==> config.mk <==
export PLATFORM = sky130hd
export DESIGN_NAME = gpu_launch_ctrl_flat
export DESIGN_NICKNAME = d
export VERILOG_FILES = /design/src/rtl/gpu_launch_pkg.sv /design/src/rtl/gpu_launch_if.sv /design/src/rtl/gpu_done_tracker.sv /design/src/rtl/gpu_launch_ctrl.sv /design/src/flat_wrapper.sv
export SDC_FILE = /design/constraint.sdc
export NUM_CORES = 1
export LEC_CHECK = 0
export ABC_AREA = 1
export BUFFER_PORTS_ARGS = -buffer_cell sky130_fd_sc_hd__buf_2
export CORE_ASPECT_RATIO = 0.7
export CORE_MARGIN = 2
export CORE_UTILIZATION = 50
export DETAILED_ROUTE_END_ITERATION = 10
export GPL_TIMING_DRIVEN = 0
export PLACE_DENSITY = 0.81
export SYNTH_ARGS = -nofsm -noshare
export SYNTH_HDL_FRONTEND = slang
export SYNTH_SLANG_ARGS = --single-unit
==> constraint.sdc <==
create_clock -name clk -period 3.2 [get_ports clk]
set_clock_uncertainty 0.15 [all_clocks]
set_input_delay 0.16 -clock clk [delete_from_list [all_inputs] [get_ports clk]]
set_output_delay 0.16 -clock clk [all_outputs]
set_load 0.01 [all_outputs]
==> src/rtl/gpu_launch_pkg.sv <==
`default_nettype none
// ============================================================================
// Module   : gpu_launch_pkg
// Purpose  : Shared types and default parameters for the kernel-launch
//            controller (state encoding, state width, default sizes).
// Ports    : none (package)
// Revision : 1.0 - initial release
// ============================================================================
package gpu_launch_pkg;

    localparam int STATE_W = 2;

    typedef enum logic [STATE_W-1:0] {
        IDLE  = 2'd0,
        RESET = 2'd1,
        RUN   = 2'd2,
        DONE  = 2'd3
    } launch_state_t;

    localparam int DEF_NUM_THREADS  = 4;
    localparam int DEF_RESET_CYCLES = 2;
    localparam int DEF_TIMEOUT_W    = 16;
    localparam int DEF_CYCLE_W      = 32;

endpackage
`default_nettype wire

==> src/rtl/gpu_launch_if.sv <==
`default_nettype none
// ============================================================================
// Module   : gpu_launch_if
// Purpose  : Launch-control bundle between host/datapath (master) and the
//            launch controller (slave).
// Signals  : start, thread_mask, timeout_limit, thread_done   (master -> slave)
//            thread_reset, thread_enable, busy, done, timed_out,
//            cycle_count, thread_cycles                       (slave -> master)
// Revision : 1.0 - initial release
// ============================================================================
interface gpu_launch_if
    import gpu_launch_pkg::*;
#(
    parameter int NUM_THREADS = DEF_NUM_THREADS,
    parameter int TIMEOUT_W   = DEF_TIMEOUT_W,
    parameter int CYCLE_W     = DEF_CYCLE_W
) ();

    logic                           start;
    logic [NUM_THREADS-1:0]         thread_mask;
    logic [TIMEOUT_W-1:0]           timeout_limit;
    logic [NUM_THREADS-1:0]         thread_done;

    logic                           thread_reset;
    logic [NUM_THREADS-1:0]         thread_enable;
    logic                           busy;
    logic                           done;
    logic                           timed_out;
    logic [CYCLE_W-1:0]             cycle_count;
    logic [NUM_THREADS*CYCLE_W-1:0] thread_cycles;

    modport master (
        output start, thread_mask, timeout_limit, thread_done,
        input  thread_reset, thread_enable, busy, done, timed_out,
               cycle_count, thread_cycles
    );

    modport slave (
        input  start, thread_mask, timeout_limit, thread_done,
        output thread_reset, thread_enable, busy, done, timed_out,
               cycle_count, thread_cycles
    );

endinterface
`default_nettype wire

==> src/rtl/gpu_done_tracker.sv <==
`default_nettype none
// ============================================================================
// Module   : gpu_done_tracker
// Purpose  : Holds the latched thread mask and per-lane sticky completion
//            bits, produces the all-done reduction on the updated sticky
//            state, and (with GPU_LAUNCH_PERF_EN defined) records the run
//            cycle at which each lane first completed.
// Ports    : clk, rst_n        clock / async active-low reset
//            launch            accepted start: latch mask, clear history
//            run               controller is in RUN this cycle
//            mask_in           thread mask to latch on launch
//            thread_done       per-lane completion from the datapath
//            cycle_next        run-cycle value being written this edge
//            mask              latched mask
//            sticky_next       sticky bits as they will be after this edge
//            all_done_next     every masked lane done after this edge
//            thread_cycles     per-lane completion cycle (0 when disabled)
// Config   : GPU_LAUNCH_PERF_EN enables the per-lane cycle registers.
// Revision : 1.0 - initial release
// ============================================================================
module gpu_done_tracker
    import gpu_launch_pkg::*;
#(
    parameter int NUM_THREADS = DEF_NUM_THREADS,
    parameter int CYCLE_W     = DEF_CYCLE_W
) (
    input  wire logic                           clk,
    input  wire logic                           rst_n,
    input  wire logic                           launch,
    input  wire logic                           run,
    input  wire logic [NUM_THREADS-1:0]         mask_in,
    input  wire logic [NUM_THREADS-1:0]         thread_done,
    input  wire logic [CYCLE_W-1:0]             cycle_next,
    output logic      [NUM_THREADS-1:0]         mask,
    output logic      [NUM_THREADS-1:0]         sticky_next,
    output logic                                all_done_next,
    output logic      [NUM_THREADS*CYCLE_W-1:0] thread_cycles
);

    logic [NUM_THREADS-1:0] r_mask;
    logic [NUM_THREADS-1:0] r_sticky;
    logic [NUM_THREADS-1:0] w_new_done;

    // Lanes completing for the first time on this edge; unmasked lanes
    // can never contribute.
    assign w_new_done = thread_done & r_mask & ~r_sticky;

    always_comb begin
        sticky_next = r_sticky;
        if (launch) begin
            sticky_next = '0;
        end else if (run) begin
            sticky_next = r_sticky | w_new_done;
        end
    end

    // Unmasked lanes count as done, so an empty mask completes at once.
    assign all_done_next = &(sticky_next | ~r_mask);
    assign mask          = r_mask;

    always_ff @(posedge clk or negedge rst_n) begin
        if (!rst_n) begin
            r_mask   <= '0;
            r_sticky <= '0;
        end else begin
            if (launch) begin
                r_mask <= mask_in;
            end
            r_sticky <= sticky_next;
        end
    end

`ifdef GPU_LAUNCH_PERF_EN
    for (genvar i = 0; i < NUM_THREADS; i++) begin : g_perf_lane
        logic [CYCLE_W-1:0] r_cycles;

        always_ff @(posedge clk or negedge rst_n) begin
            if (!rst_n) begin
                r_cycles <= '0;
            end else if (launch) begin
                r_cycles <= '0;
            end else if (run && w_new_done[i]) begin
                r_cycles <= cycle_next;
            end
        end

        assign thread_cycles[i*CYCLE_W +: CYCLE_W] = r_cycles;
    end : g_perf_lane
`else
    logic unused_cycle_next;
    assign unused_cycle_next = ^cycle_next;
    assign thread_cycles     = '0;
`endif

endmodule
`default_nettype wire

==> src/rtl/gpu_launch_ctrl.sv <==
`default_nettype none
// ============================================================================
// Module   : gpu_launch_ctrl
// Purpose  : Kernel-launch controller. A start pulse holds the thread array
//            in reset for RESET_CYCLES, runs the masked threads, and finishes
//            when every masked thread is done or the run-cycle limit expires.
// Ports    : clk     clock, rising edge
//            rst_n   asynchronous active-low reset
//            bus     gpu_launch_if.slave: start/thread_mask/timeout_limit/
//                    thread_done in; thread_reset/thread_enable/busy/done/
//                    timed_out/cycle_count/thread_cycles out (all registered)
// Config   : GPU_LAUNCH_PERF_EN enables per-thread completion-cycle capture.
// Revision : 1.0 - initial release
// ============================================================================
module gpu_launch_ctrl
    import gpu_launch_pkg::*;
#(
    parameter int NUM_THREADS  = DEF_NUM_THREADS,
    parameter int RESET_CYCLES = DEF_RESET_CYCLES,
    parameter int TIMEOUT_W    = DEF_TIMEOUT_W,
    parameter int CYCLE_W      = DEF_CYCLE_W
) (
    input wire logic  clk,
    input wire logic  rst_n,
    gpu_launch_if.slave bus
);

    localparam int RST_CNT_W = (RESET_CYCLES > 1) ? $clog2(RESET_CYCLES) : 1;
    // One bit wider than either operand so cycle_count+1 never wraps in
    // the timeout comparison.
    localparam int CMP_W = ((CYCLE_W > TIMEOUT_W) ? CYCLE_W : TIMEOUT_W) + 1;
    localparam logic [RST_CNT_W-1:0] c_rst_last = RST_CNT_W'(RESET_CYCLES - 1);

    launch_state_t          r_state, w_state_next;
    logic [RST_CNT_W-1:0]   r_rst_cnt, w_rst_cnt_next;
    logic [TIMEOUT_W-1:0]   r_limit, w_limit_next;
    logic [CYCLE_W-1:0]     r_cycle_count, w_cycle_count_next;
    logic                   r_thread_reset, w_thread_reset_next;
    logic [NUM_THREADS-1:0] r_thread_enable, w_thread_enable_next;
    logic                   r_busy, w_busy_next;
    logic                   r_done, w_done_next;
    logic                   r_timed_out, w_timed_out_next;

    logic                   w_accept;
    logic                   w_run;
    logic [CYCLE_W-1:0]     w_cycle_inc;
    logic                   w_timeout_hit;
    logic [NUM_THREADS-1:0] w_mask;
    logic [NUM_THREADS-1:0] w_sticky_next;
    logic                   w_all_done_next;

    assign w_accept = bus.start && ((r_state == IDLE) || (r_state == DONE));
    assign w_run    = (r_state == RUN);

    assign w_cycle_inc = (&r_cycle_count) ? r_cycle_count
                                          : r_cycle_count + CYCLE_W'(1);

    assign w_timeout_hit = (r_limit != '0) &&
                           ((CMP_W'(r_cycle_count) + CMP_W'(1)) == CMP_W'(r_limit));

    gpu_done_tracker #(
        .NUM_THREADS (NUM_THREADS),
        .CYCLE_W     (CYCLE_W)
    ) u_tracker (
        .clk           (clk),
        .rst_n         (rst_n),
        .launch        (w_accept),
        .run           (w_run),
        .mask_in       (bus.thread_mask),
        .thread_done   (bus.thread_done),
        .cycle_next    (w_cycle_inc),
        .mask          (w_mask),
        .sticky_next   (w_sticky_next),
        .all_done_next (w_all_done_next),
        .thread_cycles (bus.thread_cycles)
    );

    // Next-state and next-output logic; outputs are registered from these.
    always_comb begin
        w_state_next         = r_state;
        w_rst_cnt_next       = r_rst_cnt;
        w_limit_next         = r_limit;
        w_cycle_count_next   = r_cycle_count;
        w_thread_reset_next  = r_thread_reset;
        w_thread_enable_next = r_thread_enable;
        w_busy_next          = r_busy;
        w_done_next          = r_done;
        w_timed_out_next     = r_timed_out;

        case (r_state)
            IDLE, DONE: begin
                if (w_accept) begin
                    w_state_next         = RESET;
                    w_rst_cnt_next       = '0;
                    w_limit_next         = bus.timeout_limit;
                    w_cycle_count_next   = '0;
                    w_thread_reset_next  = 1'b1;
                    w_thread_enable_next = '0;
                    w_busy_next          = 1'b1;
                    w_done_next          = 1'b0;
                    w_timed_out_next     = 1'b0;
                end
            end

            RESET: begin
                if (r_rst_cnt == c_rst_last) begin
                    w_state_next         = RUN;
                    w_thread_reset_next  = 1'b0;
                    w_thread_enable_next = w_mask;
                end else begin
                    w_rst_cnt_next = r_rst_cnt + RST_CNT_W'(1);
                end
            end

            RUN: begin
                w_cycle_count_next = w_cycle_inc;
                // All-done is tested first so it wins over a same-edge timeout.
                if (w_all_done_next) begin
                    w_state_next         = DONE;
                    w_thread_enable_next = '0;
                    w_busy_next          = 1'b0;
                    w_done_next          = 1'b1;
                    w_timed_out_next     = 1'b0;
                end else if (w_timeout_hit) begin
                    w_state_next         = DONE;
                    w_thread_enable_next = '0;
                    w_busy_next          = 1'b0;
                    w_done_next          = 1'b1;
                    w_timed_out_next     = 1'b1;
                end else begin
                    w_thread_enable_next = w_mask & ~w_sticky_next;
                end
            end

            default: begin
                w_state_next = IDLE;
            end
        endcase
    end

    always_ff @(posedge clk or negedge rst_n) begin
        if (!rst_n) begin
            r_state         <= IDLE;
            r_rst_cnt       <= '0;
            r_limit         <= '0;
            r_cycle_count   <= '0;
            r_thread_reset  <= 1'b0;
            r_thread_enable <= '0;
            r_busy          <= 1'b0;
            r_done          <= 1'b0;
            r_timed_out     <= 1'b0;
        end else begin
            r_state         <= w_state_next;
            r_rst_cnt       <= w_rst_cnt_next;
            r_limit         <= w_limit_next;
            r_cycle_count   <= w_cycle_count_next;
            r_thread_reset  <= w_thread_reset_next;
            r_thread_enable <= w_thread_enable_next;
            r_busy          <= w_busy_next;
            r_done          <= w_done_next;
            r_timed_out     <= w_timed_out_next;
        end
    end

    assign bus.thread_reset  = r_thread_reset;
    assign bus.thread_enable = r_thread_enable;
    assign bus.busy          = r_busy;
    assign bus.done          = r_done;
    assign bus.timed_out     = r_timed_out;
    assign bus.cycle_count   = r_cycle_count;

endmodule
`default_nettype wire
==> src/flat_wrapper.sv <==
// flat-port wrapper written by rule: the top's interface ports become plain ports
module gpu_launch_ctrl_flat import gpu_launch_pkg::*;
#(
    parameter int NUM_THREADS  = DEF_NUM_THREADS,
    parameter int RESET_CYCLES = DEF_RESET_CYCLES,
    parameter int TIMEOUT_W    = DEF_TIMEOUT_W,
    parameter int CYCLE_W      = DEF_CYCLE_W
)
  (clk, rst_n, bus_start, bus_thread_mask, bus_timeout_limit, bus_thread_done, bus_thread_reset, bus_thread_enable, bus_busy, bus_done, bus_timed_out, bus_cycle_count, bus_thread_cycles);
  gpu_launch_if #(.NUM_THREADS(NUM_THREADS), .TIMEOUT_W(TIMEOUT_W), .CYCLE_W(CYCLE_W)) bus_i ();
  input wire logic clk;
  input wire logic rst_n;
  input wire logic [$bits(bus_i.start)-1:0] bus_start;
  input wire logic [$bits(bus_i.thread_mask)-1:0] bus_thread_mask;
  input wire logic [$bits(bus_i.timeout_limit)-1:0] bus_timeout_limit;
  input wire logic [$bits(bus_i.thread_done)-1:0] bus_thread_done;
  output wire logic [$bits(bus_i.thread_reset)-1:0] bus_thread_reset;
  output wire logic [$bits(bus_i.thread_enable)-1:0] bus_thread_enable;
  output wire logic [$bits(bus_i.busy)-1:0] bus_busy;
  output wire logic [$bits(bus_i.done)-1:0] bus_done;
  output wire logic [$bits(bus_i.timed_out)-1:0] bus_timed_out;
  output wire logic [$bits(bus_i.cycle_count)-1:0] bus_cycle_count;
  output wire logic [$bits(bus_i.thread_cycles)-1:0] bus_thread_cycles;
  assign bus_i.start = bus_start;
  assign bus_i.thread_mask = bus_thread_mask;
  assign bus_i.timeout_limit = bus_timeout_limit;
  assign bus_i.thread_done = bus_thread_done;
  assign bus_thread_reset = bus_i.thread_reset;
  assign bus_thread_enable = bus_i.thread_enable;
  assign bus_busy = bus_i.busy;
  assign bus_done = bus_i.done;
  assign bus_timed_out = bus_i.timed_out;
  assign bus_cycle_count = bus_i.cycle_count;
  assign bus_thread_cycles = bus_i.thread_cycles;
  gpu_launch_ctrl #(.NUM_THREADS(NUM_THREADS), .RESET_CYCLES(RESET_CYCLES), .TIMEOUT_W(TIMEOUT_W), .CYCLE_W(CYCLE_W)) u_core (.clk(clk), .rst_n(rst_n), .bus(bus_i));
endmodule
# [Word level (Yosys, flattened, before mapping)]
# Cells that the tools add are included.
[word_totals] reg_bits=67 input_bits=27 out_inout_bits=168 word_cells=76
[op_classes] n_addsub=3 eq_ne=8 mux=29 bitwise=8 reduce_logical=17
[op_table] op="32-bit two-way mux" count=2
[op_table] op="32-bit one-hot mux with 2 select lines" count=1
[op_table] op="32-bit by 1-bit adder with 33-bit output, second input constant" count=1
[op_table] op="33-bit by 16-bit == test with 1-bit output" count=1
[op_table] op="32-bit by 1-bit adder with 32-bit output, second input constant" count=1
[op_table] op="32-bit AND reduction" count=1
[op_table] op="4-bit two-way mux" count=6
[op_table] op="16-bit nonzero test" count=1
[op_table] op="4-bit AND" count=3
[op_table] op="4-bit NOT" count=3
[op_table] op="4-bit one-hot mux with 3 select lines" count=1
[op_table] op="3-bit AND reduction" count=4
[op_table] op="1-bit one-hot mux with 2 select lines" count=5
[op_table] op="1-bit two-way mux" count=9
[op_table] op="2-bit two-way mux" count=4
[op_table] op="4-bit OR" count=2
[op_table] op="2-bit one-hot mux with 3 select lines" count=1
[op_table] op="2-bit AND reduction" count=3
[op_table] op="2-bit == test, second input constant" count=2
[op_table] op="2-bit inequality test, second input constant" count=2
[op_table] op="4-bit AND reduction" count=1
[op_table] op="2-bit nonzero test" count=2
[op_table] op="3-bit by 1-bit inequality test with 1-bit output, second input constant" count=1
[op_table] op="2-bit by 1-bit == test with 1-bit output, second input constant" count=1
[op_table] op="other kinds (6)" count=7

# [Logic depth before layout (Yosys ltp)]
# Gate-level depths: netlist (run 1).
[depth] depth_word=10 ltp_mapped=18 depth_no_buf=18

# [Cells and area by module]
# From an unflattened synthesis (run 1), not the netlist that was laid out.
[unflattened] hier_cells=799 area_unflattened_um2=5347.6
[by_module_without_submodules] mod="gpu_launch_ctrl" instances=1 cells_each=622 area_each_um2=4027.6 seq_area_each_um2=1476.4
[by_module_without_submodules] mod="gpu_done_tracker" instances=1 cells_each=177 area_each_um2=1320.0 seq_area_each_um2=200.2

# [Least setup slack after synthesis (run 1)]
# Ideal clock, no wire load.
[synth_timing] path_type="register to register" from="register u_core.r_cycle_count[0], in the netlist u_core.bus.cycle_count[0]" to="register u_core.r_done, in the netlist u_core.bus.done" setup_time_ns=0.117 t_arrival_ns=2.068 required_ns=2.933 slack_ns=0.865 stages_incl_launch_ff=17 n_path_buf=0 synth_period_minus_slack_ns=2.335 cell_sequence="dfrtp_1 -> ha_1 -> nand2_2 -> nor2_8 -> nand2_4 -> nor2_4 -> nand2_2 -> o21ai_1 -> nand2_1 -> nor2_1 -> nand2_1 -> nor2_2 -> nand3_2 -> nand2_4 -> nand3_2 -> nand2_1 -> nand2_1"
[synth_via] elab_chain_len=5
[synth_rtl] item="start, declared" line_no="gpu_launch_ctrl.sv:37" rtl="logic [CYCLE_W-1:0] r_cycle_count, w_cycle_count_next;"
[synth_rtl] item="start signal, assigned" line_no="gpu_launch_ctrl.sv:156" rtl="r_cycle_count <= w_cycle_count_next;"
[synth_rtl] item="32-bit by 1-bit adder with 33-bit output" line_no="gpu_launch_ctrl.sv:59" rtl="((CMP_W'(r_cycle_count) + CMP_W'(1)) == CMP_W'(r_limit));"
[synth_rtl] item="33-bit by 16-bit == test with 1-bit output" line_no="gpu_launch_ctrl.sv:59"
[synth_rtl] item="1-bit logical AND" line_no="gpu_launch_ctrl.sv:58" rtl="assign w_timeout_hit = (r_limit != '0) &&"
[synth_rtl] item="3-bit by 1-bit inequality test with 1-bit output (no line)"
[synth_rtl] item="3-bit AND reduction (no line)"
[synth_rtl] item="end signal, assigned" line_no="gpu_launch_ctrl.sv:160" rtl="r_done <= w_done_next;"
[synth_rtl] item="end, declared" line_no="gpu_launch_ctrl.sv:41" rtl="logic r_done, w_done_next;"
# Every way passes these cells.
# A chain may end at the register's enable or synchronous reset.

# [Worst setup path after layout (run 1)]
[layout_timing] from="register u_core.r_state[0]" to="register u_core.r_cycle_count[16], in the netlist u_core.bus.cycle_count[16]"
[layout_via] elab_cells_between_ends=11 classes_between="eq/ne: 4; mux: 1; reduce/logical: 6"
[layout_rtl] item="start, declared" line_no="gpu_launch_ctrl.sv:34" rtl="launch_state_t r_state, w_state_next;"
[layout_rtl] item="start signal, assigned" line_no="gpu_launch_ctrl.sv:153" rtl="r_state <= w_state_next;"
[layout_rtl] item="2-bit == test (*)"
[layout_rtl] item="net u_core.u_tracker.run" line_no="gpu_done_tracker.sv:30" rtl="input wire logic run,"
[layout_rtl] item="2-bit inequality test (no line) / 2-bit nonzero test (equally long branches)"
[layout_rtl] item="3-bit AND reduction (no line)"
# Mark *: on every way through the listed nets, which the timed path passes. The rest lies on a longest branch.

==> results of run 1 <==
cell usage after synthesis, drive strengths merged:
library cell / instances / share of area [%]
dfrtp: 67 / 33
nand3b: 2 / 0.30
conb: 1 / 0.074
ha: 4 / 0.99
xnor2: 1 / 0.17
nor3: 8 / 0.79
xnor3: 1 / 0.44
clkbuf: 9 / 0.67
o21ai: 45 / 4.6
xor2: 3 / 0.52
nand2: 209 / 16
a21oi: 6 / 0.59
nand3: 64 / 6.5
nor2: 60 / 5.8
nand4: 11 / 1.4
o21bai: 1 / 0.15
clkinv: 1 / 0.074
inv: 83 / 6.1
o22ai: 18 / 2.2
buf: 131 / 19
repair_timing:
action | in CTS | in global routing
endpoints found under the hold margin | 92 | 0
resized for setup | 1 | 4
hold buffers | 26 | 0
setup endpoints to repair | 3 | 13
layer usage:
layer  up-vias  share of wire, %  track usage (%)
li1       2493                 -                -
met1      2247                42             35.1
met2       296                46             41.6
met3        18                11             7.32
met4         0              0.79             3.88
met5         -                 0                0
path summary, 6_finish.rpt:
kind / to / from / cells after the start
hold reg to reg: u_core.bus.busy / u_core.bus.busy / 2
setup / recovery: u_core.bus.cycle_count[16] / u_core.r_state[0] / 8
min in group clk: u_core.bus.busy / u_core.bus.busy / 2
setup reg to reg: u_core.bus.cycle_count[16] / u_core.r_state[0] / 8
max in group asynchronous: u_core.bus.cycle_count[1] / rst_n / 2
hold / removal: u_core.bus.cycle_count[4] / rst_n / 2
sequential cells by signal (all words and copies together) (netlist names):
| name | count |
|---|---|
| u_core.bus.cycle_count | 32 |
| u_core.r_limit | 16 |
| u_core.bus.thread_enable | 4 |
| u_core.u_tracker.mask | 4 |
| u_core.u_tracker.r_sticky | 4 |
| u_core.r_state | 2 |
| u_core.bus.busy | 1 |
| u_core.bus.done | 1 |
| u_core.bus.thread_reset | 1 |
| u_core.bus.timed_out | 1 |
| u_core.r_rst_cnt | 1 |
cell type report:
class                   instances  area, sq um
well taps                     128          160
clock inverters                 5         62.6
plain buffers                 139         1010
fillers                       868         3150
clock buffers                  10          239
inverters                      84          315
repair buffers                 92          593
multi-input cells             561         2560
flip-flops and latches         67         1680
placed cells by master, fill, tap and decap left out, types with 3 or more instances in the layout:
cell type,instances
inv_1,81
nor3_1,8
buf_2,67
a21oi_1,6
nand2_4,3
o21ai_0,40
nand2_2,7
nand3_1,62
ha_1,4
clkbuf_16,9
xor2_1,3
nor2_1,51
nand4_1,11
conb_1,128
buf_4,129
dfrtp_1,67
clkbuf_1,6
dlygate4sd3_1,26
o22ai_1,18
nand2_1,199
nor2_4,7
cells by family after synthesis:
family / after synthesis / share of synthesized area, %
simple gates: 354 / 31.1
buf+inv: 224 / 26.1
compound gates: 70 / 7.55
flops: 67 / 33.1
xor+xnor: 5 / 1.14
fa+ha+maj: 4 / 0.987
other cells: 1 / 0.0740
per-stage QoR:
stage | hold WS (ns) | power, mW | setup WS, ns | std cells | utilization, %
finish | 0.324 | 3.92 | 0.234 | 1086 | 67.7
global route | 0.346 | 4.19 | 0.0303 | 1086 | 67.7
floorplan | -0.286 | 2.34 | 0.865 | 852 | -
global placement | 0.208 | 2.77 | 0.201 | 1046 | 61.9
CTS | 0.321 | 3.86 | 0.165 | 1087 | 67.7
detailed placement | 0.181 | 2.81 | 0.0910 | 1046 | 61.9
power by group:
| group | switching [mW] | total, mW | internal, mW |
|---|---|---|---|
| registers | 0.147 | 1.21 | 1.06 |
| logic | 1.13 | 1.70 | 0.564 |
| clock network | 0.394 | 1.02 | 0.623 |
==> run_results.csv, run 1 <==
group,metric,value,unit
timing,slew_headroom,41.9,%
global_route,grt_start_max_net_pins,68,
routing,wl_per_cell,13.1,microns
timing,fmax,0.337,GHz
pwr,power.density,593,mW/mm^2
pwr,vdd_drop_max,0.000504,V
die,die_height,88.3,microns
finish,drive_gt1_share,24.8,%
synth,synth-seq-area-share,33.1,%
clocking,clkTransAtPathRegs,0.06,ns
die,core_area,0.00976,sq mm
clocking,h-tree-depth,3,
die,ios,195,
placed_design,portBuffers,66,
die,fp-row-count,30,
timing,worst_pin_slew,0.871,ns
finish,final_area,0.00661,sq mm
setup_path,required,3.24,ns
routing,dr.pass1.iters,6,
clocking,post_cts_buffers,0,
setup_path,r2r_slack,0.23,ns
synth,yosysWarnings,0,
clocking,clk_latency,0.35,ns
synth,ys_types,31,
global_route,grt_overflow_total,0,
synth,ys_ff_latch,67,
clocking,cts_tree,"built",
timing,rsz0062_at_grt,"no",
outcome,status,"complete, no violations",
synth,syn-cell-area,0.00507,sq mm
finish,diodes,0,
die,dieArea,0.0110,sq mm
timing,period_share,92.7,%
clocking,cts.sinks,67,
setup_path,crit_slowest_cell,"ha_1",
worst_hold_path,hp-class,"input port to asynchronous set/reset pin",
clocking,cts-root-buf,"clkbuf_16",
placed_design,place_congestion,0.956,
clocking,numCtsBuffers,9,
timing,report.final.slew_viol_count,0,
routing,drc,0,
clocking,cts.path.max_buffers,2,
setup_path,cp_top_family,"buffers and inverters",
setup_path,worst-path-buf-inv,4,
routing,ant_nets,0,
die,dieWidth,124,microns
setup_path,worstPathArrival,3.01,ns
routing,drtIter0Drc,526,
global_route,antenna_found_initial,0,
timing,setup-tns-final,0,ns
routing,vias,5054,
placed_design,placed_cell_area,0.00604,sq mm
synth,syn-instance-count,725,
die,initial_core_util,51.9,%
routing,viasPerCell,4.65,
timing,period_needed,2.97,ns
global_route,grt_usage,25.5,%
routing,routed_wl,14200,microns
pwr,p_leak,3.68,nW
finish,fin_nets,985,
global_route,grt_pass1_vias,4367,
placed_design,dp_hpwl,10400,microns
timing,finalSetupViolCount,0,
setup_path,crit_path_end_kind,"register",
setup_path,crit_path_start_kind,"register",
finish,areaGrowthSynthToFinish,30.4,%
timing,finalHoldViolations,0,
flow_run,drv_cap,0,
synth,syn_avg_cell_area,6.99,sq um
global_route,grt_pass1_wl,22000,microns
setup_path,crit_top_cell,"inv_1",
setup_path,critPathMaxFanout,10,
setup_path,worstPathCellList,"inv_1 > ha_1 > inv_1 > o21ai_0 > o21ai_4 > inv_1 > buf_1 > o21ai_0",
setup_path,worst-setup-path-type,"register to register",
setup_path,cp_slowest_stage_delay,0.49,ns
(Power assumes the default switching activity.)
==> run 2, diff against run 1 <==
--- a/config.mk
+++ b/config.mk
@@ -9,10 +9,11 @@
 export BUFFER_PORTS_ARGS = -buffer_cell sky130_fd_sc_hd__buf_2
 export CORE_ASPECT_RATIO = 0.7
 export CORE_MARGIN = 2
-export CORE_UTILIZATION = 50
+export CORE_UTILIZATION = 51
+export CTS_BUF_LIST = sky130_fd_sc_hd__clkbuf_8
 export DETAILED_ROUTE_END_ITERATION = 10
 export GPL_TIMING_DRIVEN = 0
-export PLACE_DENSITY = 0.81
+export PLACE_DENSITY = 0.83
 export SYNTH_ARGS = -nofsm -noshare
 export SYNTH_HDL_FRONTEND = slang
 export SYNTH_SLANG_ARGS = --single-unit
==> run 2 against run 1 <==
Net effect: flip-flop and latch count did not move; final cell count did not move; global-route usage rose by 0.23 points; power fell by 7.7%; design area fell by 1.6%; sequential share of layout area rose by 0.40 points; core utilization fell by 0.53 points; largest power group unchanged.
==> run_results.csv, run 2 (same netlist as run 1, synthesis figures left out) <==
group,metric,value,unit
timing,slew_headroom,42.4,%
routing,vias,5057,
finish,mostFrequentLayoutCells,"nand2_1, buf_4, conb_1",
pwr,power.switching,1.58,mW
clocking,clk_latency,0.37,ns
die,core_area,0.00968,sq mm
setup_path,crit_cells,11,
routing,drc,0,
pwr,swShare,43.5,%
setup_path,worst-setup-path-type,"register to register",
timing,rsz0062_at_grt,"no",
timing,setup-tns-final,0,ns
finish,mostFrequentLayoutCell,"nand2_1",
die,initial_core_util,52.4,%
setup_path,r2r_start,"u_core.bus.cycle_count[0]",
routing,routed_wl,13600,microns
die,ios,195,
timing,finalSetupViolCount,0,
die,dieArea,0.0108,sq mm
routing,drtIter0Drc,476,
clocking,clkTransAtPathRegs,0.08,ns
outcome,status,"complete, no violations",
setup_path,worst-path-buf-inv,2,
placed_design,place_congestion,0.945,
finish,utilization,67.2,%
die,dieWidth,123,microns
clocking,cts.sinks,67,
finish,final.fill_count,857,
global_route,grt_pass1_vias,4312,
setup_path,crit_slowest_cell,"dfrtp_1",
pwr,vdd_drop_max,0.000480,V
finish,drive_gt1_share,24.6,%
worst_hold_path,hp-class,"input port to asynchronous set/reset pin",
clocking,cts.path.max_buffers,2,
die,fp-row-count,30,
die,die_height,87.4,microns
routing,viasPerCell,4.66,
finish,fin_nets,986,
global_route,grt_overflow_total,0,
pwr,power.total,3.62,mW
setup_path,critPathMaxFanout,10,
setup_path,crit_path_end_kind,"register",
pwr,power.density,556,mW/mm^2
setup_path,cp_top_family,"simple AND/OR/NAND/NOR gates",
timing,period_needed,3.00,ns
setup_path,required,3.26,ns
setup_path,r2r_cells,11,
timing,period_share,93.7,%
timing,worst_pin_slew,0.863,ns
placed_design,dp_hpwl,10300,microns
flow_run,drv_cap,0,
pwr,p_int,2.04,mW
setup_path,reg2reg_to,"u_core.bus.cycle_count[28]",
global_route,grt_pass1_wl,21200,microns
pwr,p_comb_share,45.6,%
routing,wl_per_cell,12.5,microns
routing,dr.pass1.iters,5,
global_route,grt_usage,25.7,%
timing,finalHoldViolations,0,
clocking,numCtsBuffers,9,
finish,areaGrowthSynthToFinish,28.4,%
global_route,grt_start_max_net_pins,68,
setup_path,worstPathCellList,"ha_1 > nand2_2 > nor2_8 > nand2_4 > nor2_4 > nand4_1 > o21ai_2 > inv_1 > clkbuf_1 > nand3_1 > o21ai_0",
clocking,h-tree-depth,3,
clocking,cts-root-buf,"clkbuf_8",
pwr,clock_power_share,21.3,%
clocking,cts_tree,"built",
pwr,seq_power_share,33.2,%
setup_path,cp_slowest_stage_delay,0.49,ns
placed_design,portBuffers,66,
timing,report.final.slew_viol_count,0,
setup_path,worstPathArrival,3.06,ns
routing,ant_nets,0,
finish,largest_reg_flops,32,
setup_path,r2r_slack,0.20,ns
global_route,antenna_found_initial,0,
timing,fmax,0.333,GHz
pwr,p_leak,3.63,nW
setup_path,crit_path_start_kind,"register",
finish,diodes,0,
[run 2: worst register-to-register path, cell delays in order, from the launching register on]
cell      delay (ns)
dfrtp_1         0.49
ha_1            0.25
nand2_2         0.13
nor2_8          0.18
nand2_4         0.09
nor2_4          0.20
nand4_1         0.25
o21ai_2         0.38
inv_1           0.15
clkbuf_1        0.31
nand3_1         0.16
o21ai_0         0.11
[run 2: routing by layer]
| metal | GRT usage (%) | vias up | part of all wire, % |
|---|---|---|---|
| met3 | 6.81 | 24 | 11 |
| met2 | 40.2 | 276 | 46 |
| li1 | - | 2504 | - |
| met5 | 0 | - | 0 |
| met1 | 35.7 | 2253 | 42 |
| met4 | 6.20 | 0 | 1.3 |
[run 2: layout make-up]
type,count,area (sq um),area share (%)
repair buffers,92,593,9.11
inverters,84,315,4.85
well taps,128,160,2.46
multi-input cells,561,2550,39.2
flip-flops and latches,67,1680,25.8
clock inverters,5,80.1,1.23
clock buffers,9,124,1.90
plain buffers,140,1010,15.5
[run 2: timing repair]
action | in CTS | in global routing
resized for setup | 0 | 1
hold endpoints to repair | 92 | 0
setup buffers | 0 | 0
endpoints found under the setup margin | 0 | 6
hold buffers | 26 | 0
[run 2: how the worst max path moves through the flow]
| stage | from | to |
|---|---|---|
| finish | u_core.bus.cycle_count[0] | u_core.bus.cycle_count[28] |
| global route | u_core.r_state[0] | u_core.bus.cycle_count[27] |
| CTS | u_core.bus.cycle_count[0] | u_core.bus.cycle_count[28] |
| detailed placement | u_core.bus.cycle_count[0] | u_core.bus.cycle_count[28] |
| global placement | u_core.bus.cycle_count[0] | u_core.bus.cycle_count[26] |
| floorplan | u_core.bus.cycle_count[0] | u_core.bus.done |
[run 2: power by group through the flow]
stage | sequential, mW | combinational [mW] | clock, mW
after global routing | 1.23 | 1.84 | 0.824
final | 1.20 | 1.65 | 0.769
after detailed placement | 1.21 | 1.58 | 0
after global placement | 1.20 | 1.55 | 0
after CTS | 1.19 | 1.61 | 0.780
after floorplan | 1.19 | 1.15 | 0
[run 2: stage by stage]
| stage | instance area [sq um] | setup slack (ns) | hold slack, ns | instances |
|---|---|---|---|---|
| 2_1_floorplan | 5550 | 0.865 | -0.286 | 852 |
| 3_3_place_gp | 6040 | 0.179 | 0.210 | 1046 |
| 3_5_place_dp | 6040 | 0.176 | 0.183 | 1046 |
| 4_1_cts | 6500 | 0.150 | 0.326 | 1086 |
| 5_1_grt | 6510 | 0.0977 | 0.359 | 1086 |
| 6_report | 6510 | 0.201 | 0.272 | 1086 |
